## config.mk

```make
export PLATFORM = sky130hd
export DESIGN_NAME = fetch_stage
export DESIGN_NICKNAME = d
export VERILOG_FILES = /design/src/rtl/fetch_stage_pkg.sv /design/src/rtl/fetch_stage_if_id_reg.sv /design/src/rtl/fetch_stage.sv
export SDC_FILE = /design/constraint.sdc
export NUM_CORES = 1
export LEC_CHECK = 0
export ABC_AREA = 1
export BUFFER_PORTS_ARGS = -buffer_cell sky130_fd_sc_hd__buf_2
export CAP_MARGIN = 20
export CORE_UTILIZATION = 50
export DETAILED_ROUTE_END_ITERATION = 16
export PLACE_DENSITY_LB_ADDON = 0.12
export SETUP_SLACK_MARGIN = 0.3
export SLEW_MARGIN = 20
export SYNTH_ARGS = -nofsm -noshare
export SYNTH_HDL_FRONTEND = slang
export SYNTH_HIERARCHICAL = 1
export SYNTH_SLANG_ARGS = --single-unit
export TNS_END_PERCENT = 1
```

## constraint.sdc

```tcl
create_clock -name clk -period 2.2 [get_ports clk]
set_clock_uncertainty 0.2 [all_clocks]
set_input_delay 0.11 -clock clk [delete_from_list [all_inputs] [get_ports clk]]
set_output_delay 0.11 -clock clk [all_outputs]
set_load 0.01 [all_outputs]
```

## src/rtl/fetch_stage_pkg.sv

```systemverilog
// rtl/fetch_stage_pkg.sv - shared fetch-stage types and defaults
package fetch_stage_pkg;

    typedef enum logic [1:0] {
        ST_RUN  = 2'd0,
        ST_MISS = 2'd1,
        ST_HALT = 2'd2
    } fetch_state_e;

    localparam logic [31:0] NOP_INST_DEFAULT = 32'h0000_0000;
    localparam logic [31:0] RESET_PC_DEFAULT = 32'h0000_0000;

endpackage

```

## src/rtl/fetch_stage_if_id_reg.sv

```systemverilog
// rtl/fetch_stage_if_id_reg.sv - IF/ID pipeline register: hold, flush-to-NOP, load
module if_id_reg
    import fetch_stage_pkg::*;
#(
    parameter logic [31:0] RESET_PC = RESET_PC_DEFAULT,
    parameter logic [31:0] NOP_INST = NOP_INST_DEFAULT
) (
    input  logic        clk,
    input  logic        rst,
    input  logic        load,
    input  logic        flush,
    input  logic [31:0] inst_in,
    input  logic [31:0] pc4_in,
    output logic [31:0] inst_out,
    output logic [31:0] pc4_out
);

    logic [31:0] inst_q, inst_d;
    logic [31:0] pc4_q, pc4_d;

    // Flush only replaces the instruction; pc4 keeps its last value.
    always_comb begin
        inst_d = inst_q;
        pc4_d  = pc4_q;
        if (flush) begin
            inst_d = NOP_INST;
        end else if (load) begin
            inst_d = inst_in;
            pc4_d  = pc4_in;
        end
    end

    always_ff @(posedge clk or posedge rst) begin
        if (rst) begin
            inst_q <= NOP_INST;
            pc4_q  <= RESET_PC;
        end else begin
            inst_q <= inst_d;
            pc4_q  <= pc4_d;
        end
    end

    assign inst_out = inst_q;
    assign pc4_out  = pc4_q;

endmodule

```

## src/rtl/fetch_stage.sv

```systemverilog
// rtl/fetch_stage.sv - instruction fetch stage with RUN/MISS/HALT control
// Optional FETCH_PERF_CNT_EN adds saturating fetch and miss-cycle counters.
module fetch_stage
    import fetch_stage_pkg::*;
#(
    parameter logic [31:0] RESET_PC = RESET_PC_DEFAULT,
    parameter logic [31:0] NOP_INST = NOP_INST_DEFAULT
) (
    input  logic        clk,
    input  logic        rst,
    output logic [31:0] imem_addr,
    input  logic [31:0] imem_rdata,
    input  logic        imem_hit,
    input  logic        stall,
    input  logic        halted,
    input  logic        redirect,
    input  logic [31:0] redirect_pc,
    output logic [31:0] inst_ID,
    output logic [31:0] pc4_ID,
    output logic        fetch_idle
`ifdef FETCH_PERF_CNT_EN
    ,
    output logic [31:0] perf_fetched,
    output logic [31:0] perf_miss_cyc
`endif
);

    fetch_state_e state_q, state_d;
    logic [31:0]  pc_q, pc_d;
    logic [31:0]  pc_plus4;
    logic         ifid_load;
    logic         ifid_flush;

    assign pc_plus4   = pc_q + 32'd4;
    assign imem_addr  = {pc_q[31:2], 2'b00};
    assign fetch_idle = (state_q == ST_HALT);

    // Priority: redirect > halted > stall > miss > normal fetch.
    always_comb begin
        state_d    = state_q;
        pc_d       = pc_q;
        ifid_load  = 1'b0;
        ifid_flush = 1'b0;
        if (redirect) begin
            pc_d       = redirect_pc & ~32'h3;
            ifid_flush = 1'b1;
            state_d    = ST_RUN;
        end else if (halted || state_q == ST_HALT) begin
            state_d = ST_HALT;
        end else if (!stall) begin
            if (imem_hit) begin
                pc_d      = pc_plus4;
                ifid_load = 1'b1;
                state_d   = ST_RUN;
            end else begin
                ifid_flush = 1'b1;
                state_d    = ST_MISS;
            end
        end
    end

    always_ff @(posedge clk or posedge rst) begin
        if (rst) begin
            state_q <= ST_RUN;
            pc_q    <= RESET_PC;
        end else begin
            state_q <= state_d;
            pc_q    <= pc_d;
        end
    end

    if_id_reg #(
        .RESET_PC (RESET_PC),
        .NOP_INST (NOP_INST)
    ) u_if_id_reg (
        .clk      (clk),
        .rst      (rst),
        .load     (ifid_load),
        .flush    (ifid_flush),
        .inst_in  (imem_rdata),
        .pc4_in   (pc_plus4),
        .inst_out (inst_ID),
        .pc4_out  (pc4_ID)
    );

`ifdef FETCH_PERF_CNT_EN
    logic [31:0] perf_fetched_q, perf_fetched_d;
    logic [31:0] perf_miss_cyc_q, perf_miss_cyc_d;

    always_comb begin
        perf_fetched_d  = perf_fetched_q;
        perf_miss_cyc_d = perf_miss_cyc_q;
        if (ifid_load && perf_fetched_q != 32'hFFFF_FFFF) begin
            perf_fetched_d = perf_fetched_q + 32'd1;
        end
        if (state_q != ST_HALT && !imem_hit && perf_miss_cyc_q != 32'hFFFF_FFFF) begin
            perf_miss_cyc_d = perf_miss_cyc_q + 32'd1;
        end
    end

    always_ff @(posedge clk or posedge rst) begin
        if (rst) begin
            perf_fetched_q  <= 32'd0;
            perf_miss_cyc_q <= 32'd0;
        end else begin
            perf_fetched_q  <= perf_fetched_d;
            perf_miss_cyc_q <= perf_miss_cyc_d;
        end
    end

    assign perf_fetched  = perf_fetched_q;
    assign perf_miss_cyc = perf_miss_cyc_q;
`endif

endmodule

```

==> flow_summary.json <==
{
  "hold_path_class": "primary input to async pin",
  "cp_slowest_stage_delay_ps": 430,
  "largest_area_contributor_in_the_synthesized_netlist": "sky130_fd_sc_hd__dfrtp_1",
  "yosys.area.top_type_share": 0.478,
  "grt_pass1_wl_um": 23400,
  "fmaxAchievable_mhz": 514,
  "die_width_um": 102,
  "wirelength_um": 16700,
  "post_layout_power_mw": 4.55,
  "cts_tree": "done",
  "ctsRootBufferMaster": "sky130_fd_sc_hd__clkbuf_8",
  "wl_per_cell_um": 15.7,
  "clock_sink_count": 96,
  "max_cap_viol_count": 0,
  "post-route-min-period_ps": 1940,
  "finish.instance_area_mm2": 0.00745,
  "setup.worst_path.class": "register to register",
  "antenna_found_initial": 0,
  "clkSlewWorstSetupHoldPaths_ps": 110,
  "antenna_cell_count": 0,
  "flow.area_growth_from_synthesis_pct": 48.3,
  "antenna_left": 0,
  "tritoncts.num_buffers": 9,
  "status": "finished, final reports clean",
  "worstPathRequired_ps": 2260,
  "regArea_mm2": 0.00240,
  "nets": 996,
  "finalSetupViolCount": 0,
  "whs_ps": 187,
  "layout.cells.most_common": "sky130_fd_sc_hd__nand2_1",
  "postSynthRegisterBits": 96,
  "first_global_vias": 4807,
  "final_max_slew_viol_count": 0,
  "coreArea_mm2": 0.00977,
  "drive_above_1_share": 0.284,
  "grt_setup_unrepaired": "yes",
  "synth.cell_area_mm2": 0.00502,
  "critPathMaxFanout": 5,
  "fp.dieArea_mm2": 0.0104,
  "post_synth_inst_count": 665,
  "gp_routability_congestion": 0.908,
  "worst_skew_pair.late_latency_ps": 370,
  "path_cells": "ha_4, nand2_1, nor2_2, nand2_2, nor2_4, nand3_2, and2_1, nand3_1, nand2_1",
  "hpwlAfterDp_um": 9520,
  "transition_time_at_the_pin_with_the_least_slew_margin_ps": 660,
  "leakage_nw": 4.07,
  "critical_path.endpoint_type": "register",
  "detailed_place.area_mm2": 0.00596,
  "global_route.usage.total": 0.293,
  "timing.setup.tns_ps": 0,
  "critical_path.most_common_cell": "sky130_fd_sc_hd__nand2_1",
  "io_pins": 167,
  "timing.slew.headroom": 0.559,
  "dr.first_iter.drc_count": 340,
  "synth_warnings": 6,
  "global_route.overflow_total": 0,
  "remaining_drc_errors": 0,
  "synth_seq_area_share": 0.478,
  "min_period_over_period": 0.884,
  "commonest_cells_after_routing_fill_and_taps_aside": "sky130_fd_sc_hd__nand2_1, sky130_fd_sc_hd__buf_2, sky130_fd_sc_hd__nand3_1, sky130_fd_sc_hd__dfrtp_1, sky130_fd_sc_hd__dlygate4sd3_1",
  "vias_per_cell": 5.08,
  "timing.critical_path.slowest_stage_cell": "sky130_fd_sc_hd__dfrtp_1",
  "hold_viol_final": 0,
  "synth.top_cells.by_area": "sky130_fd_sc_hd__dfrtp_1, sky130_fd_sc_hd__nand2_1, sky130_fd_sc_hd__nand3_1, sky130_fd_sc_hd__inv_1, sky130_fd_sc_hd__o21ai_0",
  "worstRegToRegCells": 9,
  "fp-row-count": 36,
  "vias": 5404,
  "synth_area_per_cell_um2": 7.55,
  "multiInputGateArea_mm2": 0.00231,
  "vdd_drop_max_mv": 0.429,
  "setup.worst_path.start_class": "register",
  "initial_core_utilization": 0.514,
  "drt_first_pass_iters": 5,
  "worst-endpoint-arrival_ps": 2010,
  "grt_start_max_net_pins": 65,
  "cts.htree.levels": 3,
  "synth_cell_type_count": 27,
  "p_per_area_mw_per_mm2": 611,
  "cts_buffer_depth": 2,
  "final.fill_count": 689,
  "port_buffers": 162,
  "fp.dieH_um": 102
}
==> power by group <==
group / switching, mW / internal, mW / leakage (nW) / total [mW]
Combinational: 0.609 / 0.484 / 2.72 / 1.09
Clock: 0.676 / 0.652 / 0.104 / 1.33
Sequential: 0.172 / 1.96 / 1.25 / 2.13
Total: 1.46 / 3.10 / 4.07 / 4.55
==> Yosys cell counts, drive strengths merged <==
cell    number
dfrtp       96
o211ai       2
nor2b        1
nand4        1
nor2        42
a21oi        1
and2         9
nand2      289
nand3       98
conb         1
clkbuf       4
xor2         9
xnor2        5
o21ai       21
buf         27
ha           1
inv         57
clkinv       1
==> through the flow <==
| step | util | setup slack, ps | instances |
|---|---|---|---|
| after CTS | 0.723 | 229 | 1041 |
| after detailed placement | 0.610 | 140 | 942 |
| after floorplan | - | 406 | 668 |
| after global routing | 0.762 | 184 | 1063 |
| after global placement | 0.610 | -1.23 | 942 |
| final | 0.762 | 256 | 1063 |
==> worst max-delay path: cells and delay by family (launching register included) <==
| family | cells | cell delay, ps |
|---|---|---|
| simple gates | 8 | 1030 |
| flops | 1 | 430 |
| fa+ha+maj | 1 | 180 |
==> area by class of cell <==
| cell class | count | area share |
|---|---|---|
| multi-input combinational | 484 | 0.311 |
| clock inverter | 7 | 0.0138 |
| tap | 133 | 0.0223 |
| inverter | 58 | 0.0301 |
| sequential | 96 | 0.323 |
| timing repair buffer | 276 | 0.284 |
| clock buffer | 9 | 0.0166 |
==> layer usage <==
| layer | wire, µm | up-vias | share of wire | global-route usage |
|---|---|---|---|---|
| met4 | 426 | 0 | 0.026 | 0.118 |
| li1 | - | 2579 | - | - |
| met1 | 6860 | 2529 | 0.41 | 0.364 |
| met2 | 8120 | 263 | 0.49 | 0.507 |
| met3 | 1270 | 33 | 0.076 | 0.0492 |
| met5 | 0 | - | 0 | 0 |
==> state kept, by name, indices dropped and copies added, names as in the netlist <==
| signal | flops |
|---|---|
| pc_q | 30 |
| state_q | 2 |
| u_if_id_reg/inst_out | 32 |
| u_if_id_reg/pc4_out | 32 |
==> timing repair <==
item                                    in CTS  in global routing
pin swaps                                    1                 15
hold buffers                                79                  0
hold endpoints to repair                   125                  0
setup buffers                                2                 15
resized for setup                            1                 29
endpoints found under the setup margin      70                 94
cloned                                       2                  7
==> worst paths after layout <==
path	start	slack, ps	to
setup / recovery	pc_q[3]$_DFFE_PP0P_	260	u_if_id_reg/pc4_out[22]$_DFFE_PP0P_
hold / removal	rst	190	u_if_id_reg/pc4_out[7]$_DFFE_PP0P_
setup reg to reg	pc_q[3]$_DFFE_PP0P_	260	u_if_id_reg/pc4_out[22]$_DFFE_PP0P_
hold reg to reg	u_if_id_reg/inst_out[21]$_DFFE_PP0P_	280	u_if_id_reg/inst_out[21]$_DFFE_PP0P_
max in group asynchronous	rst	1010	u_if_id_reg/pc4_out[5]$_DFFE_PP0P_
min in group clk	u_if_id_reg/inst_out[21]$_DFFE_PP0P_	280	u_if_id_reg/inst_out[21]$_DFFE_PP0P_
==> cell families after synthesis <==
kind of cell | count (synthesis) | synth area share
simple gates | 440 | 0.383
flops | 96 | 0.478
buf+inv | 89 | 0.0782
compound gates | 24 | 0.0249
xor+xnor | 14 | 0.0319
fa+ha+maj | 1 | 0.00249
other cells | 1 | 0.000747
(Power assumes the default switching activity.)
